===== src/rtl/alu_op_driver.sv =====
// Sequential initiator for the 4-bit expanded ALU.
// Drives A/B/S, waits SETTLE cycles, captures Y, returns it via valid/ready.
module alu_op_driver #(
  parameter int WIDTH  = 4,
  parameter int SETTLE = 1
) (
  input  logic             clk,
  input  logic             rst_n,
  input  logic             req_valid,
  output logic             req_ready,
  input  logic [2:0]       req_op,
  input  logic [WIDTH-1:0] req_a,
  input  logic [WIDTH-1:0] req_b,
  input  logic             req_chain,
  output logic [WIDTH-1:0] alu_a,
  output logic [WIDTH-1:0] alu_b,
  output logic [2:0]       alu_s,
  input  logic [WIDTH-1:0] alu_y,
  output logic             rsp_valid,
  input  logic             rsp_ready,
  output logic [WIDTH-1:0] rsp_y,
  output logic [2:0]       rsp_op,
  output logic             rsp_zero,
  output logic             busy
);

  localparam logic [1:0] ST_IDLE   = 2'd0;
  localparam logic [1:0] ST_SETTLE = 2'd1;
  localparam logic [1:0] ST_RESP   = 2'd2;

  localparam logic [3:0] CNT_INIT = 4'(SETTLE - 1);

  logic [1:0]       r_state;
  logic [3:0]       r_cnt;
  logic [WIDTH-1:0] r_acc;
  logic [WIDTH-1:0] r_a;
  logic [WIDTH-1:0] r_b;
  logic [2:0]       r_s;
  logic [WIDTH-1:0] r_y;
  logic [2:0]       r_op;
  logic             r_zero;
  logic             r_valid;

  logic w_idle;
  logic w_settle;
  logic w_resp;

  assign w_idle   = (r_state == ST_IDLE);
  assign w_settle = (r_state == ST_SETTLE);
  assign w_resp   = (r_state == ST_RESP);

  assign req_ready = w_idle;
  assign busy      = !w_idle;
  assign alu_a     = r_a;
  assign alu_b     = r_b;
  assign alu_s     = r_s;
  assign rsp_valid = r_valid;
  assign rsp_y     = r_y;
  assign rsp_op    = r_op;
  assign rsp_zero  = r_zero;

  always_ff @(posedge clk or negedge rst_n) begin
    if (!rst_n) begin
      r_state <= ST_IDLE;
      r_cnt   <= '0;
      r_acc   <= '0;
      r_a     <= '0;
      r_b     <= '0;
      r_s     <= '0;
      r_y     <= '0;
      r_op    <= '0;
      r_zero  <= 1'b0;
      r_valid <= 1'b0;
    end else begin
      unique case (1'b1)
        w_idle: begin
          if (req_valid) begin
            r_a     <= req_chain ? r_acc : req_a;
            r_b     <= req_b;
            r_s     <= req_op;
            r_cnt   <= CNT_INIT;
            r_state <= ST_SETTLE;
          end
        end
        w_settle: begin
          if (r_cnt != 4'd0) begin
            r_cnt <= r_cnt - 4'd1;
          end else begin
            // result comes only from the ALU, never recomputed here
            r_y     <= alu_y;
            r_acc   <= alu_y;
            r_op    <= r_s;
            r_zero  <= (alu_y == '0);
            r_valid <= 1'b1;
            r_state <= ST_RESP;
          end
        end
        w_resp: begin
          if (rsp_ready) begin
            r_valid <= 1'b0;
            r_state <= ST_IDLE;
          end
        end
        default: begin
          r_valid <= 1'b0;
          r_state <= ST_IDLE;
        end
      endcase
    end
  end

endmodule


===== config.mk =====
export PLATFORM = sky130hd
export DESIGN_NAME = alu_op_driver
export DESIGN_NICKNAME = d
export VERILOG_FILES = /design/src/rtl/alu_op_driver.sv
export SDC_FILE = /design/constraint.sdc
export NUM_CORES = 1
export LEC_CHECK = 0
export BUFFER_PORTS_ARGS = -buffer_cell sky130_fd_sc_hd__buf_2
export CORE_ASPECT_RATIO = 0.7
export CORE_MARGIN = 5
export CORE_UTILIZATION = 51
export CTS_BUF_LIST = sky130_fd_sc_hd__clkbuf_4 sky130_fd_sc_hd__clkbuf_8 sky130_fd_sc_hd__clkbuf_16
export DETAILED_ROUTE_END_ITERATION = 12
export GPL_TIMING_DRIVEN = 0
export PLACE_DENSITY = 0.79
export SYNTH_ARGS = -nofsm -noshare
export SYNTH_HDL_FRONTEND = slang
export SYNTH_SLANG_ARGS = --single-unit

===== constraint.sdc =====
create_clock -name clk -period 4.73 [get_ports clk]
set_clock_uncertainty 0.1 [all_clocks]
set_input_delay 0.473 -clock clk [delete_from_list [all_inputs] [get_ports clk]]
set_output_delay 0.473 -clock clk [all_outputs]
set_load 0.01 [all_outputs]

==> Word-level counts from Yosys, hierarchy flattened <==
Cells that the tools add are included.
{ "word_totals": {"reg_bits": 26, "wordCells": 39, "input_bits": 20, "output_inout_bits": 22} }
{ "op_classes": {"n_reduce_logical": 10, "addsub": 1, "bitwise_logic": 2, "n_eq_ne": 6, "mux": 11} }
{ "op_table": {"columns": ["cell", "count"], "rows": [
  ["2-to-1 mux 4 bit", 3],
  ["AND reduction 3 bit", 3],
  ["one-hot mux 4 bit (2 select lines)", 1],
  ["2-to-1 mux 2 bit", 3],
  ["!= test 2 bit (second input constant)", 3],
  ["one-hot mux 2 bit (3 select lines)", 1],
  ["logical NOT 4 bit", 1],
  ["AND reduction 2 bit", 2],
  ["nonzero test 4 bit", 1],
  ["subtractor 4 x 1 -> 4 bit (second input constant)", 1],
  ["one-hot mux 1 bit (3 select lines)", 1],
  ["== test 2 x 1 -> 1 bit (second input constant)", 1],
  ["== test 2 bit (second input constant)", 1],
  ["logical NOT 2 bit", 1],
  ["2-to-1 mux 1 bit", 2],
  ["!= test 2 x 1 -> 1 bit (second input constant)", 1],
  ["NOT 1 bit", 2],
  ["nonzero test 2 bit", 1],
  ["logical NOT 1 bit", 1]
]} }

==> Logic depth before layout (Yosys ltp) <==
{ "logic_depth": {"depth_word": 3, "depth_mapped": 6, "ltp_nobuf": 5} }

==> Worst setup path after synthesis <==
Ideal clock, no wire load.
{ "synth_path": {"path_kind": "reg2reg", "from": "register r_cnt[0]", "to": "register r_y[0] (netlist: rsp_y[0])", "setup_ps": 125, "path_stages_with_launch": 7, "path_buffers": 1, "slack_ps": 3052, "arrival_ps": 1453, "required_ps": 4505, "path_cell_list": "dfrtp_1 inv_1 ha_1 nor3b_2 and3b_1 buf_6 mux2_2"} }
{ "synth_between": {"elab_chain_len": 3} }
{ "synth_lines": {"columns": ["item", "line_no", "rtl"], "rows": [
  ["start: declaration", "34", "logic [3:0] r_cnt;"],
  ["start signal: assignment", "87", "r_cnt <= r_cnt - 4'd1;"],
  ["nonzero test 4 bit", "86", "if (r_cnt != 4'd0) begin"],
  ["NOT 1 bit (no line)", null, null],
  ["AND reduction 2 bit (no line)", null, null],
  ["end signal: assignment", "90", "r_y <= alu_y;"],
  ["end: declaration", "39", "logic [WIDTH-1:0] r_y;"]
]} }
No other way between the ends.
A chain may end at the register's enable or synchronous reset.

==> Final worst setup path <==
{ "layout_path": {"from": "register r_state[0]", "to": "output req_ready"} }
{ "layout_between": {"elab_chain_len": 1} }
{ "layout_lines": {"columns": ["item", "line_no", "rtl"], "rows": [
  ["start: declaration", "33", "logic [1:0] r_state;"],
  ["start signal: assignment", "64", "r_state <= ST_IDLE;"],
  ["start signal: assignment", "82", "r_state <= ST_SETTLE;"],
  ["start signal: assignment", "95", "r_state <= ST_RESP;"],
  ["logical NOT 2 bit", "48", "assign w_idle = (r_state == ST_IDLE);"],
  ["end: declaration", "10", "output logic req_ready,"]
]} }
No other way between the ends.

==> flow_summary.toml <==
[floorplan]
coreArea_um2 = 2120
start_util_pct = 53.0
pin_count = 42
std_cell_rows = 14
die_w_um = 66.1
chipHeight_um = 49.3
dieArea_um2 = 3260

[setup_path]
crit_top_cell = "buf_2"
slowest_delay_ns = 0.38
cp-end-kind = "output pin"
crit_family = "flip-flops"
cp_cell_sequence = "buf_2 > or2_2 > inv_1 > buf_2"
slowest_stage = "dfrtp_1"
required_ns = 4.16
critPathKind = "flop to output pin"
cp_num_buf_inv = 3
arrival_ns = 1.36
worstPathMaxFanout = 10
startpoint_type = "flop"

[synth]
synth_most_common_cell = "dfrtp_1"
synth-edff-count = 0
synth_xor_area_share_pct = 0
synthCells = 85
synth_area_um2 = 1120
synth-seq-cells = 26
netlist.area_leader.share_pct = 57.9
ys_seq_area_share_pct = 57.9
synth_flop_cell = "dfrtp_1"
synth_compound_area_share_pct = 7.24
synth_top_family_by_area = "multiplexers"
synth_area_leaders = "dfrtp_1, mux2_2, mux2i_1"
synth_warnings = 0
synthAdderAreaFrac_pct = 1.11
ys_top_cells_by_count = "dfrtp_1, mux2_2, a21oi_1"
avgSynthCellArea_um2 = 13.2
synthMuxAreaShare_pct = 19.5
mappedNetlistNets = 106
synth-simple-area-share_pct = 10.5
synthDistinctLibCells = 27
yosysTopAreaCell = "dfrtp_1"
async_reset_ff_share_pct = 100

[timing]
period_minus_slack_ns = 1.93
fin_setup_tns_ns = 0
rsz0062_at_grt = "false"
timing.final.ws_setup_ns = 2.80
finalCritPeriodShare_pct = 40.8
worst_slew_pin_slew_ns = 0.563
slew_headroom_pct = 62.5
finalHoldViolCount = 0
setup_viol = 0
finalMaxSlewViolations = 0
fmax_mhz = 518
hold_ws_ns = 0.0188

[placed_design]
numPortBuffers = 40
place_congestion = 0.788
place_ws_ns = 2.89
dpl_cell_area_um2 = 1360
post-dp-hpwl_mm = 1.70
dp_cells = 157

[clocking]
cts_made_buffers = 3
cts_tree = "built"
cts_resized = 0
cts_setup_buffers = 0
worstSkewPairLatency_ns = 0.32
cts-root-buf = "clkbuf_4"
cts.sinks = 26
htreeDepth = 1
cts.clk_slew.worst_paths_ns = 0.14
cts.path.max_buffers = 2
hold_buffers = 0

[power]
p_total_mw = 0.976
p_int_mw = 0.636
p_comb_share_pct = 44.1
p_sw_share_pct = 34.9
peakVddDrop_v = 0.000353
p_sw_mw = 0.340
clockPowerShare_pct = 15.5
seqPwrFrac_pct = 40.4
power.density_nw_per_um2 = 689
p_leak_nw = 0.709

[route]
vias = 812
first_iter_violations = 19
wl_per_cell_um = 13.5
first_pass_iters = 6
wl_mm = 2.18
drc_errors = 0
ant_nets = 0
avgViaCountPerCell = 5.04

[worst_hold_path]
hold_class = "input port to async pin"

[finish]
fin_cells = 161
area_growth_pct = 26.1
final_util_pct = 66.8
n_antenna_cell = 0
drive_gt1_share_pct = 50.4
nFillCells = 167
final_area_um2 = 1420
final_nets = 151

[status]
status = "completed"

[global_route]
use_met2_pct = 23.9
grt_max_degree = 27
grt_pass1_vias = 808
gr-usage-all-layers_pct = 14.6
grt_pass1_wl_mm = 3.66
grtUsageMet3_pct = 5.53
grt-ovfl-total = 0
grt_use_met1_pct = 18.2
antenna_found_initial = 0
grt-busiest-layer = "met2"

[run]
maxCapViolCount = 0
[state kept, by name, summed over array words and instances, names as in the netlist]
signal / flops
r_state: 2
rsp_valid: 1
rsp_y: 4
alu_b: 4
rsp_zero: 1
rsp_op: 3
r_cnt: 4
alu_a: 4
alu_s: 3
[placed cells by master (no fill, tap or decap), drive strengths merged]
cell and instances:
buf 44, and3b 1, o21ai 2, o311a 1, a21oi 8, o22ai 1, or2 1, nor2b 1
mux2i 5, ha 1, bufinv 1, dfrtp 26, o21bai 1, mux2 15, nor4 1, nand2 3
nor2 5, or3b 1, clkbuf 3, and4bb 1, inv 3, nor3b 2, or4 1, a21o 1
[path summary, 6_finish.rpt]
check / from / to / slack [ns] / depth (start not counted)
max: r_state[0] / req_ready / 2.80 / 4
min: rst_n / alu_s[0] / 0.02 / 1
max reg2reg: r_cnt[0] / rsp_zero / 2.87 / 6
min reg2reg: alu_b[2] / alu_b[2] / 0.40 / 1
max in group asynchronous: rst_n / alu_a[3] / 4.14 / 1
min in group clk: req_b[2] / alu_b[2] / 0.26 / 2
[kinds of logic (layout without fill, tap and decap cells)]
kind of cell,count (synthesis),in the layout
flip-flops,26,26
multiplexers,20,20
AND/OR/NAND/NOR,17,17
AO/OA/AOI/OAI,14,14
buffers and inverters,7,51
adder cells (fa/ha/maj),1,1
[cell type report]
| type | count | area (um^2) | share of cell area (%) |
|---|---|---|---|
| plain buffers | 4 | 31.3 | 2.21 |
| clock buffers | 3 | 22.5 | 1.59 |
| clock inverters | 1 | 30.0 | 2.12 |
| inverters | 3 | 11.3 | 0.795 |
| multi-input cells | 52 | 430 | 30.4 |
| flip-flops and latches | 26 | 651 | 45.9 |
| well taps | 32 | 40.0 | 2.83 |
| repair buffers | 40 | 200 | 14.1 |
[per-layer routing]
metal / vias up / share of wire, %
met3: 0 / 8.1
li1: 394 / -
met1: 390 / 44
met5: - / 0
met4: 0 / 0
met2: 28 / 48
[power groups by stage]
| stage | clock network, mW | registers (mW) | logic [mW] |
|---|---|---|---|
| global route | 0.166 | 0.410 | 0.475 |
| floorplan | 0 | 0.437 | 0.241 |
| detailed placement | 0 | 0.401 | 0.439 |
| CTS | 0.156 | 0.396 | 0.439 |
| global placement | 0 | 0.394 | 0.427 |
| finish | 0.151 | 0.394 | 0.430 |
No activity file was read; power rests on OpenSTA's default activity.
